--- config.mk ---
export PLATFORM = sky130hd
export DESIGN_NAME = sprite_path_mover
export DESIGN_NICKNAME = d
export VERILOG_FILES = /design/src/rtl/sprite_path_pkg.sv /design/src/rtl/path_segment_rom.sv /design/src/rtl/sprite_path_mover.sv
export SDC_FILE = /design/constraint.sdc
export NUM_CORES = 1
export LEC_CHECK = 0
export CELL_PAD_IN_SITES_DETAIL_PLACEMENT = 0
export CELL_PAD_IN_SITES_GLOBAL_PLACEMENT = 1
export CORE_MARGIN = 3
export CORE_UTILIZATION = 47
export CTS_BUF_LIST = sky130_fd_sc_hd__clkbuf_8
export DETAILED_ROUTE_END_ITERATION = 16
export GPL_TIMING_DRIVEN = 0
export PLACE_DENSITY = 0.91
export SYNTH_ARGS = -nofsm -noshare
export SYNTH_HDL_FRONTEND = slang
export SYNTH_HIERARCHICAL = 1
export SYNTH_SLANG_ARGS = --single-unit
export TNS_END_PERCENT = 1
--- constraint.sdc ---
create_clock -name clock -period 4.05 [get_ports clock]
set_clock_uncertainty 0.05 [all_clocks]
set_input_delay 0.81 -clock clock [delete_from_list [all_inputs] [get_ports clock]]
set_output_delay 0.81 -clock clock [all_outputs]
set_load 0.01 [all_outputs]
--- src/rtl/sprite_path_pkg.sv ---
// Shared types and default tables for the sprite path mover: direction codes,
// path segments, teleport entries and the controller state encoding.
package sprite_path_pkg;

    localparam logic [1:0] DIR_DR = 2'd0;
    localparam logic [1:0] DIR_DL = 2'd1;
    localparam logic [1:0] DIR_UR = 2'd2;
    localparam logic [1:0] DIR_UL = 2'd3;

    // Table fields are stored wide; consumers keep only X_W+1 bits.
    typedef struct packed {
        logic        kind;
        logic [15:0] k;
        logic [15:0] xmin;
        logic [15:0] xmax;
    } segment_t;

    localparam segment_t SEG_NEVER = '{kind: 1'b0, k: 16'd0, xmin: 16'hFFFF, xmax: 16'd0};

    function automatic segment_t default_segment(input int idx);
        case (idx)
            0:       return '{kind: 1'b0, k: 16'd318, xmin: 16'd96,  xmax: 16'd122};
            1:       return '{kind: 1'b1, k: 16'd31,  xmin: 16'd127, xmax: 16'd181};
            default: return SEG_NEVER;
        endcase
    endfunction

    localparam int NUM_TP = 1;

    typedef struct packed {
        logic [15:0] src_x;
        logic [15:0] src_y;
        logic [15:0] dst_x;
        logic [15:0] dst_y;
    } teleport_t;

    localparam teleport_t TP_TABLE [NUM_TP] = '{
        '{src_x: 16'd123, src_y: 16'd195, dst_x: 16'd127, dst_y: 16'd96}
    };

    typedef enum logic [2:0] {
        S_IDLE,
        S_CALC,
        S_CHECK,
        S_DRAW_BG,
        S_WAIT_BG,
        S_UPDATE,
        S_DRAW_CHAR,
        S_WAIT_CHAR
    } state_t;

endpackage

--- src/rtl/path_segment_rom.sv ---
// Combinational lookup of one path segment by index, fields narrowed to A_W bits.
module path_segment_rom
    import sprite_path_pkg::*;
#(
    parameter int NUM_SEG = 8,
    parameter int IDX_W   = 3,
    parameter int A_W     = 10
) (
    input  logic [IDX_W-1:0] i_idx,
    output logic             o_kind,
    output logic [A_W-1:0]   o_k,
    output logic [A_W-1:0]   o_xmin,
    output logic [A_W-1:0]   o_xmax
);

    logic           w_kind_tab [NUM_SEG];
    logic [A_W-1:0] w_k_tab    [NUM_SEG];
    logic [A_W-1:0] w_xmin_tab [NUM_SEG];
    logic [A_W-1:0] w_xmax_tab [NUM_SEG];

    for (genvar gi = 0; gi < NUM_SEG; gi++) begin : g_seg
        localparam segment_t SEG = default_segment(gi);
        assign w_kind_tab[gi] = SEG.kind;
        assign w_k_tab[gi]    = SEG.k[A_W-1:0];
        assign w_xmin_tab[gi] = SEG.xmin[A_W-1:0];
        assign w_xmax_tab[gi] = SEG.xmax[A_W-1:0];
    end

    // Out-of-table indices fall back to an empty x range, so they never hit.
    always_comb begin
        o_kind = 1'b0;
        o_k    = '0;
        o_xmin = '1;
        o_xmax = '0;
        for (int s = 0; s < NUM_SEG; s++) begin
            if (i_idx == IDX_W'(s)) begin
                o_kind = w_kind_tab[s];
                o_k    = w_k_tab[s];
                o_xmin = w_xmin_tab[s];
                o_xmax = w_xmax_tab[s];
            end
        end
    end

endmodule

--- src/rtl/sprite_path_mover.sv ---
// Tick-paced diagonal sprite mover with segment-table validation and drawer handshake.
// Optional teleport substitution in CALC is enabled by defining PATH_TELEPORT_EN.
module sprite_path_mover
    import sprite_path_pkg::*;
#(
    parameter int X_W      = 9,
    parameter int Y_W      = 8,
    parameter int NUM_SEG  = 8,
    parameter int START_X  = 96,
    parameter int START_Y  = 222,
    parameter int TICK_DIV = 6250000
) (
    input  logic           clock,
    input  logic           resetn,
    input  logic           move_req,
    input  logic [1:0]     dir,
    input  logic           bg_done,
    input  logic           char_done,
    output logic [X_W-1:0] x,
    output logic [Y_W-1:0] y,
    output logic           draw_bg,
    output logic           draw_char,
    output logic           busy,
    output logic           move_rejected
);

    localparam int IDX_W = (NUM_SEG > 1) ? $clog2(NUM_SEG) : 1;
    localparam int CNT_W = (TICK_DIV > 1) ? $clog2(TICK_DIV) : 1;
    localparam int A_W   = X_W + 1;

    state_t           r_state;
    logic [CNT_W-1:0] r_tick_cnt;
    logic [1:0]       r_dir;
    logic [X_W-1:0]   r_x;
    logic [Y_W-1:0]   r_y;
    logic [X_W-1:0]   r_cx;
    logic [Y_W-1:0]   r_cy;
    logic [IDX_W-1:0] r_seg_idx;
    logic             r_draw_bg;
    logic             r_draw_char;
    logic             r_busy;
    logic             r_move_rejected;

    logic             w_tick;
    logic             w_oob;
    logic [X_W-1:0]   w_cand_x;
    logic [Y_W-1:0]   w_cand_y;
    logic             w_seg_kind;
    logic [A_W-1:0]   w_seg_k;
    logic [A_W-1:0]   w_seg_xmin;
    logic [A_W-1:0]   w_seg_xmax;
    logic [A_W-1:0]   w_cx_e;
    logic [A_W-1:0]   w_cy_e;
    logic [A_W-1:0]   w_sum;
    logic [A_W-1:0]   w_diff;
    logic             w_on_line;
    logic             w_seg_hit;

    assign w_tick = (r_tick_cnt == CNT_W'(TICK_DIV - 1));

    always_ff @(posedge clock) begin
        if (!resetn || w_tick) r_tick_cnt <= '0;
        else                   r_tick_cnt <= r_tick_cnt + 1'b1;
    end

    // dir bit 0 selects x decrement, bit 1 selects y decrement; edges saturate by rejecting.
    assign w_oob    = (r_dir[0] ? (r_x == '0) : (r_x == '1)) ||
                      (r_dir[1] ? (r_y == '0) : (r_y == '1));
    assign w_cand_x = r_dir[0] ? r_x - 1'b1 : r_x + 1'b1;
    assign w_cand_y = r_dir[1] ? r_y - 1'b1 : r_y + 1'b1;

    path_segment_rom #(
        .NUM_SEG (NUM_SEG),
        .IDX_W   (IDX_W),
        .A_W     (A_W)
    ) u_rom (
        .i_idx   (r_seg_idx),
        .o_kind  (w_seg_kind),
        .o_k     (w_seg_k),
        .o_xmin  (w_seg_xmin),
        .o_xmax  (w_seg_xmax)
    );

    assign w_cx_e    = A_W'(r_cx);
    assign w_cy_e    = A_W'(r_cy);
    assign w_sum     = w_cx_e + w_cy_e;
    assign w_diff    = w_cx_e - w_cy_e;
    assign w_on_line = w_seg_kind ? ((w_cx_e >= w_cy_e) && (w_diff == w_seg_k))
                                  : (w_sum == w_seg_k);
    assign w_seg_hit = w_on_line && (w_seg_xmin <= w_cx_e) && (w_cx_e <= w_seg_xmax);

`ifdef PATH_TELEPORT_EN
    logic [NUM_TP-1:0] w_tp_match;
    logic [X_W-1:0]    w_tp_x;
    logic [Y_W-1:0]    w_tp_y;

    for (genvar gi = 0; gi < NUM_TP; gi++) begin : g_tp
        localparam teleport_t TP = TP_TABLE[gi];
        assign w_tp_match[gi] = (w_cand_x == X_W'(TP.src_x)) && (w_cand_y == Y_W'(TP.src_y));
    end

    // Lowest-numbered matching entry wins.
    always_comb begin
        w_tp_x = w_cand_x;
        w_tp_y = w_cand_y;
        for (int t = NUM_TP - 1; t >= 0; t--) begin
            if (w_tp_match[t]) begin
                w_tp_x = X_W'(TP_TABLE[t].dst_x);
                w_tp_y = Y_W'(TP_TABLE[t].dst_y);
            end
        end
    end
`endif

    always_ff @(posedge clock) begin
        if (!resetn) begin
            r_state         <= S_IDLE;
            r_dir           <= '0;
            r_x             <= X_W'(START_X);
            r_y             <= Y_W'(START_Y);
            r_cx            <= '0;
            r_cy            <= '0;
            r_seg_idx       <= '0;
            r_draw_bg       <= 1'b0;
            r_draw_char     <= 1'b0;
            r_busy          <= 1'b0;
            r_move_rejected <= 1'b0;
        end else begin
            r_draw_bg       <= 1'b0;
            r_draw_char     <= 1'b0;
            r_move_rejected <= 1'b0;
            case (r_state)
                S_IDLE: begin
                    if (move_req && w_tick) begin
                        r_dir   <= dir;
                        r_busy  <= 1'b1;
                        r_state <= S_CALC;
                    end
                end
                S_CALC: begin
                    if (w_oob) begin
                        r_move_rejected <= 1'b1;
                        r_busy          <= 1'b0;
                        r_state         <= S_IDLE;
                    end
`ifdef PATH_TELEPORT_EN
                    else if (|w_tp_match) begin
                        r_cx      <= w_tp_x;
                        r_cy      <= w_tp_y;
                        r_draw_bg <= 1'b1;
                        r_state   <= S_DRAW_BG;
                    end
`endif
                    else begin
                        r_cx      <= w_cand_x;
                        r_cy      <= w_cand_y;
                        r_seg_idx <= '0;
                        r_state   <= S_CHECK;
                    end
                end
                S_CHECK: begin
                    if (w_seg_hit) begin
                        r_draw_bg <= 1'b1;
                        r_state   <= S_DRAW_BG;
                    end else if (r_seg_idx == IDX_W'(NUM_SEG - 1)) begin
                        r_move_rejected <= 1'b1;
                        r_busy          <= 1'b0;
                        r_state         <= S_IDLE;
                    end else begin
                        r_seg_idx <= r_seg_idx + 1'b1;
                    end
                end
                S_DRAW_BG: r_state <= S_WAIT_BG;
                S_WAIT_BG: begin
                    if (bg_done) begin
                        r_x     <= r_cx;
                        r_y     <= r_cy;
                        r_state <= S_UPDATE;
                    end
                end
                S_UPDATE: begin
                    r_draw_char <= 1'b1;
                    r_state     <= S_DRAW_CHAR;
                end
                S_DRAW_CHAR: r_state <= S_WAIT_CHAR;
                S_WAIT_CHAR: begin
                    if (char_done) begin
                        r_busy  <= 1'b0;
                        r_state <= S_IDLE;
                    end
                end
                default: begin
                    r_busy  <= 1'b0;
                    r_state <= S_IDLE;
                end
            endcase
        end
    end

    assign x             = r_x;
    assign y             = r_y;
    assign draw_bg       = r_draw_bg;
    assign draw_char     = r_draw_char;
    assign busy          = r_busy;
    assign move_rejected = r_move_rejected;

endmodule
* Word level (Yosys, flattened, before mapping)
Index checks and enable logic that the tools add are counted.
** Storage, ports and cells
- Flip-flop bits (word level) :: 69
- Latch bits :: 0
- Memory bits (writable) :: 0
- ROM bits :: 0
- Bits of input ports :: 7
- Output and inout port bits :: 21
- Word-level logic and storage cells :: 131
- Memories :: 0
** Cells by class
- Add/sub/neg operators :: 8
- $mul :: 0
- Divide/modulo/power cells :: 0
- $lt $le $gt $ge :: 3
- Eq/ne operators :: 28
- Shift operators :: 0
- Multiplexer cells :: 59
- Bitwise logic cells :: 1
- Reduce and logical (&&, ||, !) cells :: 20
** Operators with widths (number)
- 9-bit two-way mux :: 9
- 10-bit two-way mux :: 8
- 8-bit two-way mux :: 8
- 3-bit == test, second input constant :: 8
- 3-bit two-way mux :: 8
- 3-bit case mux with 8 select lines :: 1
- 23-bit by 1-bit adder with 23-bit output, second input constant :: 1
- 23-bit == test, second input constant :: 1
- 10-bit == test :: 2
- 1-bit two-way mux :: 20
- 2-bit != test, second input constant :: 8
- 3-bit by 2-bit == test with 1-bit output, second input constant :: 4
- 9-bit by 8-bit adder with 10-bit output :: 1
- 10-bit by 9-bit <= comparator with 1-bit output :: 1
- 9-bit by 10-bit <= comparator with 1-bit output :: 1
- 9-bit by 8-bit subtractor with 10-bit output :: 1
- 9-bit by 1-bit adder with 9-bit output, second input constant :: 1
- 9-bit == test, second input constant :: 1
- 9-bit by 8-bit greater-or-equal comparator with 1-bit output :: 1
- 9-bit zero test :: 1
- 9-bit by 1-bit subtractor with 9-bit output, second input constant :: 1
- 8-bit by 1-bit adder with 8-bit output, second input constant :: 1
- 8-bit == test, second input constant :: 1
- 8-bit zero test :: 1
- other kinds (19) :: 29

* Longest topological paths before layout
Gate-level depths: netlist of the first run.
- Word-level depth :: 16
- Gate-level depth with buffers :: 12
- Gate-level depth less buffers :: 12

* Modules after synthesis
Netlist of the first run, hierarchy kept.
** Modules (own cells, without submodules)
- sprite_path_mover :: instances 1, cells each 616, area an instance 5016.1 um2, seq. area each 1381.3 um2
- path_segment_rom :: instances 1, cells each 33, area an instance 231.5 um2, seq. area each 0.0 um2

* Worst setup path after synthesis of the first run
Ideal clock, no wire load.
- Path type :: register to register
- From :: register r_seg_idx[0]
- To :: register r_state[1]
- Setup time :: 0.086 ns
- Arrival :: 2.788 ns
- Setup slack :: 1.125 ns
- Stages on the path, launching flop included :: 11
- Clock period less this slack :: 2.925 ns
- Path through :: dfxtp_1 nor3_1 xor2_4 a311oi_1 o211ai_1 a211oi_2 nand4_1 nor4b_2 o2111ai_2 a21o_1 a221oi_2
** Between the ends
- Cells in the longest elaborated chain, start to end :: 16
** Ends and longest elaborated chain
- start, declared :: RTL line sprite_path_mover.sv:38 : logic [IDX_W-1:0] r_seg_idx;
- start signal, assigned :: RTL line sprite_path_mover.sv:170 : r_seg_idx <= r_seg_idx + 1'b1;
- 3-bit zero test :: RTL line path_segment_rom.sv:36 : if (i_idx == IDX_W'(s)) begin
- 9-bit two-way mux (7 in series) :: RTL line path_segment_rom.sv:36
- 9-bit two-way mux (*) :: RTL line path_segment_rom.sv:36
- named net w_seg_k[5] :: RTL line sprite_path_mover.sv:49 : logic [A_W-1:0] w_seg_k;
- 10-bit == test :: RTL line sprite_path_mover.sv:88 : assign w_on_line = w_seg_kind ? ((w_cx_e >= w_cy_e) && (w_diff == w_seg_k))
- 1-bit logical AND :: RTL line sprite_path_mover.sv:88
- 1-bit two-way mux (*) :: RTL line sprite_path_mover.sv:88
- 1-bit logical AND (*) (2 in series) :: RTL line sprite_path_mover.sv:90 : assign w_seg_hit = w_on_line && (w_seg_xmin <= w_cx_e) && (w_cx_e <= w_seg_xmax);
- 3-bit two-way mux / 3-bit != test (equally long branches)
- 3-bit case mux with 8 select lines / 4-bit AND reduction (equally long branches)
- end signal, assigned :: RTL line sprite_path_mover.sv:137 : r_state <= S_CALC;
- end signal, assigned :: RTL line sprite_path_mover.sv:164 : r_state <= S_DRAW_BG;
- end signal, assigned :: RTL line sprite_path_mover.sv:168 : r_state <= S_IDLE;
- end, declared :: RTL line sprite_path_mover.sv:31 : state_t r_state;
Mark *: on every way through the listed nets, which the timed path passes. The rest lies on a longest branch.
A chain may end at the register's enable or synchronous reset.

* Final worst setup path of the first run
Ends and elaborated chain as after synthesis.

==> impl_metrics.py, run 1 <==
metrics = {
    "routing": {
        "ant_nets": 0,
        "via_count": 4578,
        "drt_iter0_markers": 245,
        "viasPerCell": 5.50,
        "firstDrtPassIters": 5,
        "drt-total-wl_mm": 12.7,
        "wl_per_cell_um": 15.3,
        "drc": 0,
    },
    "clock_network": {
        "root_buffer": "clkbuf_8",
        "h-tree-depth": 3,
        "cts_setup_buffers": 0,
        "clock_path_buffers": 2,
        "cts.hold.buffers_added": 0,
        "ctsResizeCount": 0,
        "numCtsBuffers": 9,
        "clk_latency_ns": 0.36,
        "clock_sinks": 69,
        "cts_tree": "yes",
        "path_clk_slew_ns": 0.07,
    },
    "flow_run": {
        "drv_cap": 0,
    },
    "placement": {
        "io_buffers": 27,
        "detailed_place_hpwl_mm": 9.84,
        "gp_congestion": 0.877,
    },
    "critical_path": {
        "r2r_setup_slack_ns": 0.48,
        "critPathLaunchType": "register",
        "crit_path_end": "r_state[1]",
        "timing.rr.end": "r_state[1]",
        "critPathMaxFanout": 9,
        "rr_worst_depth": 10,
        "worstSetupPathType": "register to register",
        "critical_path.endpoint_type": "register",
        "reg2reg_from": "r_seg_idx[0]",
        "crit_start": "r_seg_idx[0]",
        "crit_arrival_ns": 3.79,
        "required_ns": 4.27,
    },
    "yosys": {
        "synthCells": 649,
        "seq_area_frac_synth_pct": 26.3,
        "synth_edf_count": 0,
        "synth_area_um2": 5250,
        "yosysUniqueCellTypes": 69,
        "yosys_warnings": 6,
        "synthArstFlopShare_pct": 0,
        "synth_area_per_cell_um2": 8.09,
        "synthFlopType": "dfxtp_1",
        "synth_seq_cells": 69,
    },
    "timing": {
        "setup_viol": 0,
        "holdWs_ns": 0.394,
        "rsz0062_at_grt": "no",
        "final-hold-violation-count": 0,
        "worst-slew-pin-transition_ns": 1.15,
        "maxSlewHeadroom_pct": 23.0,
        "fin_crit_sh_pct": 88.2,
        "drv_slew": 0,
        "period_minus_slack_ns": 3.57,
        "tns_ns": 0,
        "max_clock_freq_ghz": 0.280,
    },
    "final_layout": {
        "final_cell_mix": "69 x dfxtp_1, 65 x nor2_1, 58 x nand2_1",
        "synthToLayoutAreaGrowth_pct": 12.7,
        "antennaDiodeCount": 0,
        "drive_above_1_share_pct": 9.91,
        "final_common_cell": "dfxtp_1",
        "fill_cells": 959,
        "fin_nets": 753,
    },
    "global_routing": {
        "grt_pass1_wl_mm": 21.2,
        "grtUsageMet3_pct": 3.53,
        "grt-ovfl-total": 0,
        "grt_busiest_layer": "met2",
        "grt.total_usage_pct": 20.6,
        "grt_pass1_vias": 4388,
        "antenna_found_initial": 0,
        "use_met1_pct": 27.2,
        "grt_max_degree": 12,
        "use_met2_pct": 33.9,
    },
    "power": {
        "leakage_nw": 2.45,
        "vdd_ir_drop_max_mv": 0.374,
        "power.density_nw_per_um2": 363,
    },
    "die": {
        "dieArea_um2": 12500,
        "start_util_pct": 49.5,
        "rows": 37,
        "core_um2": 10600,
        "fp.dieH_um": 112,
        "ios": 28,
        "die_w_um": 112,
    },
    "hold_path": {
        "hold_class": "register to register",
    },
    "outcome": {
        "outcome": "completed",
    },
}
==> area by class of cell <==
| class | instances | area [um2] | area share (%) |
|---|---|---|---|
| buffer | 46 | 298 | 5.04 |
| timing repair buffer | 27 | 270 | 4.57 |
| clock inverter | 4 | 48.8 | 0.825 |
| sequential | 69 | 1380 | 23.4 |
| tap | 136 | 170 | 2.88 |
| clock buffer | 11 | 151 | 2.56 |
| inverter | 47 | 176 | 2.98 |
| multi-input combinational | 492 | 3420 | 57.8 |
==> critical path: stages (launching register included) <==
cell       delay [ns]
dfxtp_1          0.37
nor3_1           0.83
xor2_4           0.22
a311oi_1         0.36
o211ai_1         0.16
a211oi_2         0.16
nand4_1          0.12
nor4b_2          0.36
o2111ai_2        0.32
a21o_1           0.30
a221oi_2         0.23
==> where the power goes <==
part	internal [mW]	switching, mW	leakage (nW)
clock network	0.313	0.269	0.0988
logic	0.355	0.458	1.80
registers	0.711	0.0413	0.557
total	1.38	0.769	2.45
==> cell families after synthesis <==
group           share of synthesized area, %
other cells                            0.143
flops                                   26.3
buf+inv                                 9.04
xor+xnor                                9.51
fa+ha+maj                               13.3
mux                                     3.10
simple gates                            21.7
compound gates                          16.8
==> state kept, by name, indices dropped and copies added (netlist names) <==
name and flops:
r_tick_cnt 23, move_rejected 1, draw_bg 1, r_dir 2, x 9, busy 1, r_seg_idx 3, r_cx 9
r_state 3, draw_char 1, r_cy 8, y 8
==> cell usage after synthesis (all sizes together) (2+ instances only) <==
cell type  count  area share, %
o21bai         6           0.86
nor4b          4            1.1
nor3b          4           0.57
nor2          65            4.6
o41ai          3           0.50
a211oi         9            1.4
ha            51             12
a2bb2oi        2           0.33
buf           36            5.0
nand4b         3           0.50
o21ai         23            2.2
nand3         21            2.0
mux2i         14            2.7
a21oi         38            3.6
nand4          9            1.1
nor4           9            1.2
a221oi         2           0.45
mux2           2           0.43
or4            2           0.29
a31oi          5           0.60
nand2         58            4.1
a32o           2           0.43
and2           2           0.24
o22ai          2           0.24
o211ai        13            1.9
fa             3            1.1
or3            4           0.48
clkbuf        10           0.72
nand2b         6           0.72
and3           9            1.1
a21o          10            1.4
dfxtp         69             26
conb           2           0.14
xor2          24            4.4
nor2b         11            1.3
inv           46            3.3
xnor2         30            5.2
o2111ai        2           0.45
nor3          19            1.8
o31ai          3           0.52
==> worst min path at each step <==
stage                         end           from  cells past startpoint
CTS                 r_tick_cnt[0]  r_tick_cnt[0]                      1
global route        r_tick_cnt[0]  r_tick_cnt[0]                      1
detailed placement  r_tick_cnt[0]  r_tick_cnt[0]                      1
floorplan           r_tick_cnt[0]  r_tick_cnt[0]                      1
finish              r_tick_cnt[0]  r_tick_cnt[0]                      1
global placement    r_tick_cnt[0]  r_tick_cnt[0]                      1
==> layer usage <==
metal / vias to the layer above / wire [um]
met2: 117 / 5930
li1: 2322 / -
met5: - / 0
met4: 0 / 202
met3: 20 / 518
met1: 2119 / 6090
==> through the flow <==
stage                     power [mW]  setup WS (ns)  area, um2  utilization, %  std cells
after CTS                       2.15          0.434       5910            55.8        832
after floorplan                 1.40           1.13       5270               -        654
final                           2.15          0.478       5910            55.8        832
after global routing            2.29          0.300       5910            55.8        832
after global placement          1.54          0.513       5710            53.8        817
after detailed placement        1.56          0.460       5710            53.9        817
Note: power is estimated with default switching activity, not from simulation.
==> run 2: changes to the inputs <==
SLEW_MARGIN = 20   (was default)
==> run 2 against run 1 <==
  * Sequential cell count is the same
  * Register-to-register slack lost 0.04 ns
  * Sequential share of layout area is essentially flat
  * Critical path depth is the same
  * Power shrank 1.3%
  * Cell count grew 0.24%
  * Die area is the same
  * First-iteration DRC count shrank 2.0%
  * Clock power shrank 5.0%
  * Hold slack gained 0.0045 ns
  * Largest cell class unchanged
  * Sequential power is essentially flat
  * Cell area is essentially flat
==> impl_metrics.py, run 2 (same netlist as run 1, synthesis figures left out) <==
metrics = {
    "outcome": {
        "outcome": "completed",
    },
    "final_layout": {
        "synthToLayoutAreaGrowth_pct": 12.8,
        "antennaDiodeCount": 0,
        "fill_cells": 979,
        "largest_register": "r_tick_cnt",
        "largest_reg_flops": 23,
        "final_cells": 834,
        "drive_above_1_share_pct": 10.3,
        "final_cell_mix": "69 x dfxtp_1, 65 x nor2_1, 58 x nand2_1",
        "final_common_cell": "dfxtp_1",
        "fin_nets": 754,
    },
    "clock_network": {
        "cts_setup_buffers": 0,
        "numCtsBuffers": 9,
        "ctsResizeCount": 0,
        "clock_path_buffers": 2,
        "root_buffer": "clkbuf_8",
        "cts_tree": "yes",
        "clock_sinks": 69,
        "h-tree-depth": 3,
        "clk_latency_ns": 0.36,
        "path_clk_slew_ns": 0.07,
        "cts.hold.buffers_added": 0,
    },
    "critical_path": {
        "worst_path_largest_cell_delay_ns": 0.87,
        "worstSetupPathType": "register to register",
        "critPathLaunchType": "register",
        "path_buf_inv": 0,
        "crit_slowest_cell": "nor3_1",
        "critical_path.endpoint_type": "register",
        "path_delay_family": "compound AO/OA/AOI/OAI gates",
        "crit_arrival_ns": 3.84,
        "timing.critical_path.cells": "nor3_1 -> xor2_4 -> a311oi_1 -> o211ai_1 -> a211oi_2 -> nand4_1 -> nor4b_2 -> o2111ai_2 -> a21o_1 -> a221oi_2",
        "critPathMaxFanout": 9,
        "required_ns": 4.28,
    },
    "timing": {
        "worst-slew-pin-transition_ns": 1.06,
        "rsz0062_at_grt": "no",
        "fin_crit_sh_pct": 89.2,
        "setup_viol": 0,
        "drv_slew": 0,
        "period_minus_slack_ns": 3.61,
        "tns_ns": 0,
        "maxSlewHeadroom_pct": 28.7,
        "final-hold-violation-count": 0,
        "max_clock_freq_ghz": 0.277,
    },
    "routing": {
        "wl_per_cell_um": 15.2,
        "ant_nets": 0,
        "via_count": 4618,
        "firstDrtPassIters": 5,
        "drt-total-wl_mm": 12.7,
        "viasPerCell": 5.54,
        "drc": 0,
        "drt_iter0_markers": 240,
    },
    "global_routing": {
        "grt.total_usage_pct": 20.9,
        "grt_pass1_wl_mm": 21.3,
        "antenna_found_initial": 0,
        "grt_pass1_vias": 4387,
        "grt-ovfl-total": 0,
        "grt_max_degree": 13,
    },
    "die": {
        "die_w_um": 112,
        "dieArea_um2": 12500,
        "ios": 28,
        "core_um2": 10600,
        "fp.dieH_um": 112,
        "rows": 37,
        "start_util_pct": 49.5,
    },
    "power": {
        "vdd_ir_drop_max_mv": 0.295,
        "power.density_nw_per_um2": 358,
        "leakage_nw": 2.46,
    },
    "placement": {
        "gp_congestion": 0.877,
        "dp_cells": 818,
        "detailed_place_hpwl_mm": 9.89,
        "io_buffers": 27,
    },
    "flow_run": {
        "drv_cap": 0,
    },
    "hold_path": {
        "hold_class": "register to register",
    },
}
-- run 2: through the flow --
stage          hold slack (ns)  cell area [um2]  utilization [%]  total power [mW]  setup slack, ns
6_report                 0.398             5920             55.8              2.12            0.437
5_1_grt                  0.431             5920             55.8              2.27            0.297
4_1_cts                  0.398             5920             55.8              2.13            0.418
3_5_place_dp             0.384             5730             54.0              1.57            0.446
3_3_place_gp             0.374             5710             53.8              1.54            0.513
2_1_floorplan            0.363             5270                -              1.40             1.13
-- run 2: report_power, final --
| group | internal, mW | switching [mW] |
|---|---|---|
| registers | 0.711 | 0.0407 |
| clock network | 0.280 | 0.273 |
| logic | 0.357 | 0.458 |
| total | 1.35 | 0.772 |
-- run 2: area by class of cell --
class                   count  area (um2)  share of cell area (%)
multi-input cells         492        3420                    57.8
well taps                 136         170                    2.88
repair buffers             28         278                    4.69
plain buffers              46         298                    5.03
inverters                  47         176                    2.98
flip-flops and latches     69        1380                    23.3
clock inverters             7        67.6                    1.14
clock buffers               9         124                    2.09
-- run 2: metal layers --
| metal | vias to the layer above | track usage (%) | wire length, um |
|---|---|---|---|
| li1 | 2323 | - | - |
| met3 | 26 | 5.16 | 520 |
| met4 | 0 | 7.46 | 272 |
| met5 | - | 0 | 0 |
| met1 | 2175 | 26.4 | 5890 |
| met2 | 94 | 34.8 | 5970 |
-- run 2: worst paths after layout --
check,from,to,slack (ns),depth (start not counted)
worst max register to register,r_seg_idx[0],r_state[1],0.44,10
worst max-delay path,r_seg_idx[0],r_state[1],0.44,10
worst min-delay path,r_tick_cnt[0],r_tick_cnt[0],0.40,1
worst min register to register,r_tick_cnt[0],r_tick_cnt[0],0.40,1
==> run 3: changes to the inputs <==
SLEW_MARGIN = 25   (was 20)
==> results of run 3 <==
The final DEF is identical to that of run 2; final timing and power are the same.
==> RTL edit 1, RTL diff (config.mk and constraints of run 1) <==
Set the parameter `TICK_DIV` to 25000000 (it was 6250000).
--- a/src/rtl/sprite_path_mover.sv
+++ b/src/rtl/sprite_path_mover.sv
@@ -8,7 +8,7 @@
     parameter int NUM_SEG  = 8,
     parameter int START_X  = 96,
     parameter int START_Y  = 222,
-    parameter int TICK_DIV = 6250000
+    parameter int TICK_DIV = 25000000
 ) (
     input  logic           clock,
     input  logic           resetn,
Formal check against the unedited RTL: same outputs for any inputs over 10 cycles, from zero or initial values and one cycle with resetn low; that may be too few to reach the edited logic, so the function may still have changed.
==> RTL edit 1 against run 1 <==
Area after synthesis rose by 5.8%. Routed wire length rose by 9.7%. Total power is 5.1% lower. Design area increased by 5.8%. Sequential cell count grew 2. Synthesized cell count is 5.1% higher. Worst setup slack got worse by 0.058 ns.
==> RTL edit 1: results (changes against run 1) <==
Status = complete, no violations (unchanged)
Worst Hold Slack = 0.4276 ns (was 0.3936 ns)
Share of post-route cells with drive strength above 1 = 0.1096 (was 0.09914)
GR met2 Demand/Resource = 0.3527 (was 0.3389)
R2R cell count = 12 (was 10)
Post-Synth Adder-Cell Area = 0.1258 (was 0.1330)
VDD IR-drop max = 0.0001833 V (was 0.0003744 V)
Met2 wire length = 6392 um (was 5925 um)
Compound-Gate Fraction of Synth Area = 0.1745 (was 0.1683)
Slowest CP cell = nor3b_2 (was nor3_1)
Synth top cells by count = dfxtp_1 (71), nor2_1 (64), nand2_1 (61) (was dfxtp_1 (69), nor2_1 (65), nand2_1 (58))
First-pass GRT wire length = 23230 um (was 21200 um)
Multi-input gate share of total cell area = 0.5864 (was 0.5779)
Sequential power = 0.000754 W (was 0.000752 W)
Worst-path fanout max = 7 (was 9)
Clk_buf instances = 10 (was 11)
Met1 Use GR = 0.2984 (was 0.2716)
Seq/total area = 0.2272 (was 0.2336)
Layout non-clock buf frac = 0.09480 (was 0.09606)
All-Layer GR Usage = 0.2185 (was 0.2063)
Post-synthesis mux area share = 0.02908 (was 0.03100)
Worst stage delay on the critical path = 0.60 ns (was 0.83 ns)
Drt initial violations = 264 (was 245)
Signal buffers = 78 (was 73)
Critical path arrival = 3.81 ns (was 3.79 ns)
Area contributors post-synth = dfxtp_1 (26%), ha_1 (11%), nor2_1 (4.3%) (was dfxtp_1 (26%), ha_1 (12%), xnor2_1 (4.8%))
Hpwl dp = 10760 um (was 9836 um)
Grt met3 use = 0.04281 (was 0.03533)
Fillcell total = 1067 (was 959)
XOR/XNOR Fraction of Synth Area = 0.08837 (was 0.09514)
Clk cell area share = 0.03540 (was 0.03386)
Clock Power Share = 0.312 (was 0.271)
Seq_cells = 71 (was 69)
Pleak = 2.627 nW (was 2.452 nW)
Setup crit end = r_seg_idx[0] (was r_state[1])
Beginning of the worst hold path = r_tick_cnt[0] (unchanged)
# nets final = 786 (was 753)
Invs w/o clock = 46 (was 47)
Inserted Clock Buffers = 9 (unchanged)
Largest net degree at the start of global routing = 13 (was 12)
Multi-input logic cell count = 519 (was 492)
Cell Int Power = 0.001360 W (was 0.001378 W)
Vias in the first global route = 4794 (was 4388)
Worst-Margin Slew = 1.195 ns (was 1.146 ns)
Reg-to-reg slack, setup = 0.42 ns (was 0.48 ns)
Wire per inst = 16.00 um (was 15.31 um)
Routed wl met3 = 753 um (was 518 um)
Routability-driven placement congestion ratio = 0.8876 (was 0.8769)
Width of the die = 114.7 um (was 111.7 um)
Wire length on met1 = 6570 um (was 6089 um)
Clock Latency Late Sink = 0.35 ns
Count of different cell masters after synthesis = 78 (was 69)
## RTL edit 1: per-stage QoR
step                std cells  cell area (sq um)  setup slack, ns  power, W  utilization
floorplan                 687               5569           0.9399  0.001265            -
global placement          857               6018          -0.2740  0.001390       0.5248
detailed placement        857               6018          -0.4114  0.001404       0.5248
CTS                       873               6251           0.1683  0.002037       0.5451
global route              873               6256           0.1904  0.002153       0.5456
finish                    873               6256           0.4208  0.002038       0.5456
## RTL edit 1: kinds of logic (layout without fill, tap and decap cells)
| kind of cell | after synthesis | count (layout) |
|---|---|---|
| simple gates | 253 | 253 |
| compound gates | 136 | 136 |
| buf+inv | 97 | 140 |
| flops | 71 | 71 |
| fa+ha+maj | 54 | 54 |
| xor+xnor | 53 | 53 |
| mux | 16 | 16 |
| other cells | 2 | 7 |
## RTL edit 1: what timing repair did
item / 4_1_cts / 5_1_grt
hold buffers: 0 / 0
gates cloned: 0 / 0
gates resized for setup: 3 / 1
setup endpoints to repair: 7 / 7
==> RTL edit 2, RTL diff (flow settings as in run 1) <==
Made on the original files. Add an input register stage for `move_req`, `dir`, `bg_done` and `char_done`; this delays them by one clock.
--- a/src/rtl/sprite_path_mover.sv
+++ b/src/rtl/sprite_path_mover.sv
@@ -28,6 +28,18 @@
     localparam int CNT_W = (TICK_DIV > 1) ? $clog2(TICK_DIV) : 1;
     localparam int A_W   = X_W + 1;
 
+    logic move_req_q;
+    logic [1:0] dir_q;
+    logic bg_done_q;
+    logic char_done_q;
+
+    always_ff @(posedge clock) begin
+        move_req_q  <= move_req;
+        dir_q       <= dir;
+        bg_done_q   <= bg_done;
+        char_done_q <= char_done;
+    end
+
     state_t           r_state;
     logic [CNT_W-1:0] r_tick_cnt;
     logic [1:0]       r_dir;
@@ -131,8 +143,8 @@
             r_move_rejected <= 1'b0;
             case (r_state)
                 S_IDLE: begin
-                    if (move_req && w_tick) begin
-                        r_dir   <= dir;
+                    if (move_req_q && w_tick) begin
+                        r_dir   <= dir_q;
                         r_busy  <= 1'b1;
                         r_state <= S_CALC;
                     end
@@ -172,7 +184,7 @@
                 end
                 S_DRAW_BG: r_state <= S_WAIT_BG;
                 S_WAIT_BG: begin
-                    if (bg_done) begin
+                    if (bg_done_q) begin
                         r_x     <= r_cx;
                         r_y     <= r_cy;
                         r_state <= S_UPDATE;
@@ -184,7 +196,7 @@
                 end
                 S_DRAW_CHAR: r_state <= S_WAIT_CHAR;
                 S_WAIT_CHAR: begin
-                    if (char_done) begin
+                    if (char_done_q) begin
                         r_busy  <= 1'b0;
                         r_state <= S_IDLE;
                     end
Formal check against the unedited RTL: same outputs for any inputs over 10 cycles, from zero or initial values and one cycle with resetn low; that may be too few to reach the edited logic, so the function may still have changed.
==> RTL edit 2 against run 1 <==
Final cell count increased by 9.9%. Non-clock buffer count increased by 6. Sequential cell count rose by 5. Routed wire length up 16%. Critical path depth grew 1. Worst setup slack lost 0.044 ns. First-iteration DRC count increased by 15%. Critical path type unchanged. Area after synthesis up 7.9%. Design area is 7.6% higher.
Power is not compared: it rests on default switching activity, and its combinational part moved more than twofold at a synthesized area within 25%.
==> RTL edit 2: results (changes against run 1) <==
CTS Root Buffer Type = clkbuf_8 (unchanged)
Pleak = 2.623 nW
Synth top cells by count = nand2_1 (78), dfxtp_1 (74), nor2_1 (61) (was dfxtp_1 (69), nor2_1 (65), nand2_1 (58))
Place WS = 0.2316 ns (was 0.4602 ns)
Area contributors post-synth = dfxtp_1 (26%), ha_1 (11%), nand2_1 (5.2%) (was dfxtp_1 (26%), ha_1 (12%), xnor2_1 (4.8%))
DRT antenna net count = 0 (unchanged)
Largest net degree at the start of global routing = 14 (was 12)
Sequential share of the synthesized area = 0.2617 (was 0.2632)
Slowest CP cell = a2111oi_0 (was nor3_1)
Reg-to-reg critical path startpoint = r_seg_idx[1] (was r_seg_idx[0])
ANT cells = 0 (unchanged)
Startpoint class of the critical path = flip-flop (unchanged)
Post-Synth Adder-Cell Area = 0.1233 (was 0.1330)
Share of post-route cells with drive strength above 1 = 0.08042 (was 0.09914)
First-pass GRT wire length = 24490 um (was 21200 um)
Relative slew slack = 0.1740 (was 0.2299)
IO buf count = 26 (was 27)
Max reg flops = 23 (unchanged)
DR vias/cell = 5.824 (was 5.502)
# nets final = 827 (was 753)
Drt initial violations = 282 (was 245)
XOR/XNOR Fraction of Synth Area = 0.08378 (was 0.09514)
Hold Path Class = reg -> reg (unchanged)
Fillcell total = 1104 (was 959)
H-tree Lvls = 3 (unchanged)
Post-CTS sizing = 0 (unchanged)
Count of different cell masters after synthesis = 69 (unchanged)
VDD IR-drop max = 0.0001881 V
Reg clk slew, reported paths = 0.08 ns
Worst-path fanout max = 8 (was 9)
Hpwl dp = 11560 um (was 9836 um)
All-Layer GR Usage = 0.2291 (was 0.2063)
Clk buf depth = 2 (unchanged)
Compound-Gate Fraction of Synth Area = 0.1874 (was 0.1683)
Status = complete, no violations (unchanged)
Routability-driven placement congestion ratio = 0.9231 (was 0.8769)
Worst stage delay on the critical path = 0.74 ns (was 0.83 ns)
Post-synthesis mux area share = 0.007073 (was 0.03100)
Vias in the first global route = 5002 (was 4388)
Total Wirelength = 14810 um (was 12740 um)
Critical path arrival = 3.83 ns (was 3.79 ns)
Placed Area = 0.006118 sq mm (was 0.005713 sq mm)
## RTL edit 2: cell types whose count changed in the layout (fill, tap and decap cells not counted), moves of 5 or more
| cell | before | now |
|---|---|---|
| dfxtp_1 | 69 | 74 |
| a21oi_1 | 38 | 56 |
| inv_1 | 47 | 54 |
| and4_1 | 0 | 10 |
| nand4_1 | 9 | 15 |
| nand2_1 | 58 | 78 |
| clkbuf_1 | 10 | 19 |
| mux2i_1 | 14 | 4 |
## RTL edit 2: power groups by stage
stage	combinational (W)	clock (W)	sequential [W]
floorplan	0.00131	0	0.000863
global placement	0.00160	0	0.000897
detailed placement	0.00163	0	0.000898
CTS	0.00164	0.000708	0.000881
global route	0.00186	0.000738	0.000892
finish	0.00167	0.000700	0.000882
## RTL edit 2: worst paths after layout
path,slack [ns],end,cells past startpoint
setup / recovery,0.43,r_seg_idx[0],11
hold / removal,0.40,r_tick_cnt[0],1
setup reg to reg,0.43,r_seg_idx[0],11
hold reg to reg,0.40,r_tick_cnt[0],1
## RTL edit 2: routing by layer
| layer | share of wire | up-vias | global-route usage | wire length [um] |
|---|---|---|---|---|
| met4 | 0.028 | 0 | 0.09667 | 417 |
| met1 | 0.46 | 2519 | 0.2969 | 6803 |
| met2 | 0.47 | 152 | 0.3835 | 6955 |
| met3 | 0.043 | 30 | 0.03133 | 633 |
| met5 | 0 | - | 0 | 0 |
| li1 | - | 2622 | - | - |
## RTL edit 2: final cells by class
class	instances	area, sq um	share of cell area
multi-input cells	549	3689	0.5796
clock buffers	9	123.9	0.01947
repair buffers	26	260.3	0.04090
flip-flops and latches	74	1481	0.2328
plain buffers	53	315.3	0.04955
clock inverters	7	116.4	0.01829
inverters	53	198.9	0.03126
well taps	143	178.9	0.02812
## RTL edit 2: through the flow
step           total power [W]  hold slack [ns]  instances
5_1_grt               0.003495           0.4223        914
3_3_place_gp          0.002498           0.3772        898
3_5_place_dp          0.002530           0.3846        898
4_1_cts               0.003232           0.3973        914
6_report              0.003253           0.3988        914
2_1_floorplan         0.002173           0.3632        729
## RTL edit 2: cells by family after synthesis
| family | count (synthesis) |
|---|---|
| mux | 4 |
| fa+ha+maj | 54 |
| xor+xnor | 52 |
| simple gates | 271 |
| other cells | 2 |
| buf+inv | 106 |
| compound gates | 161 |
| flops | 74 |
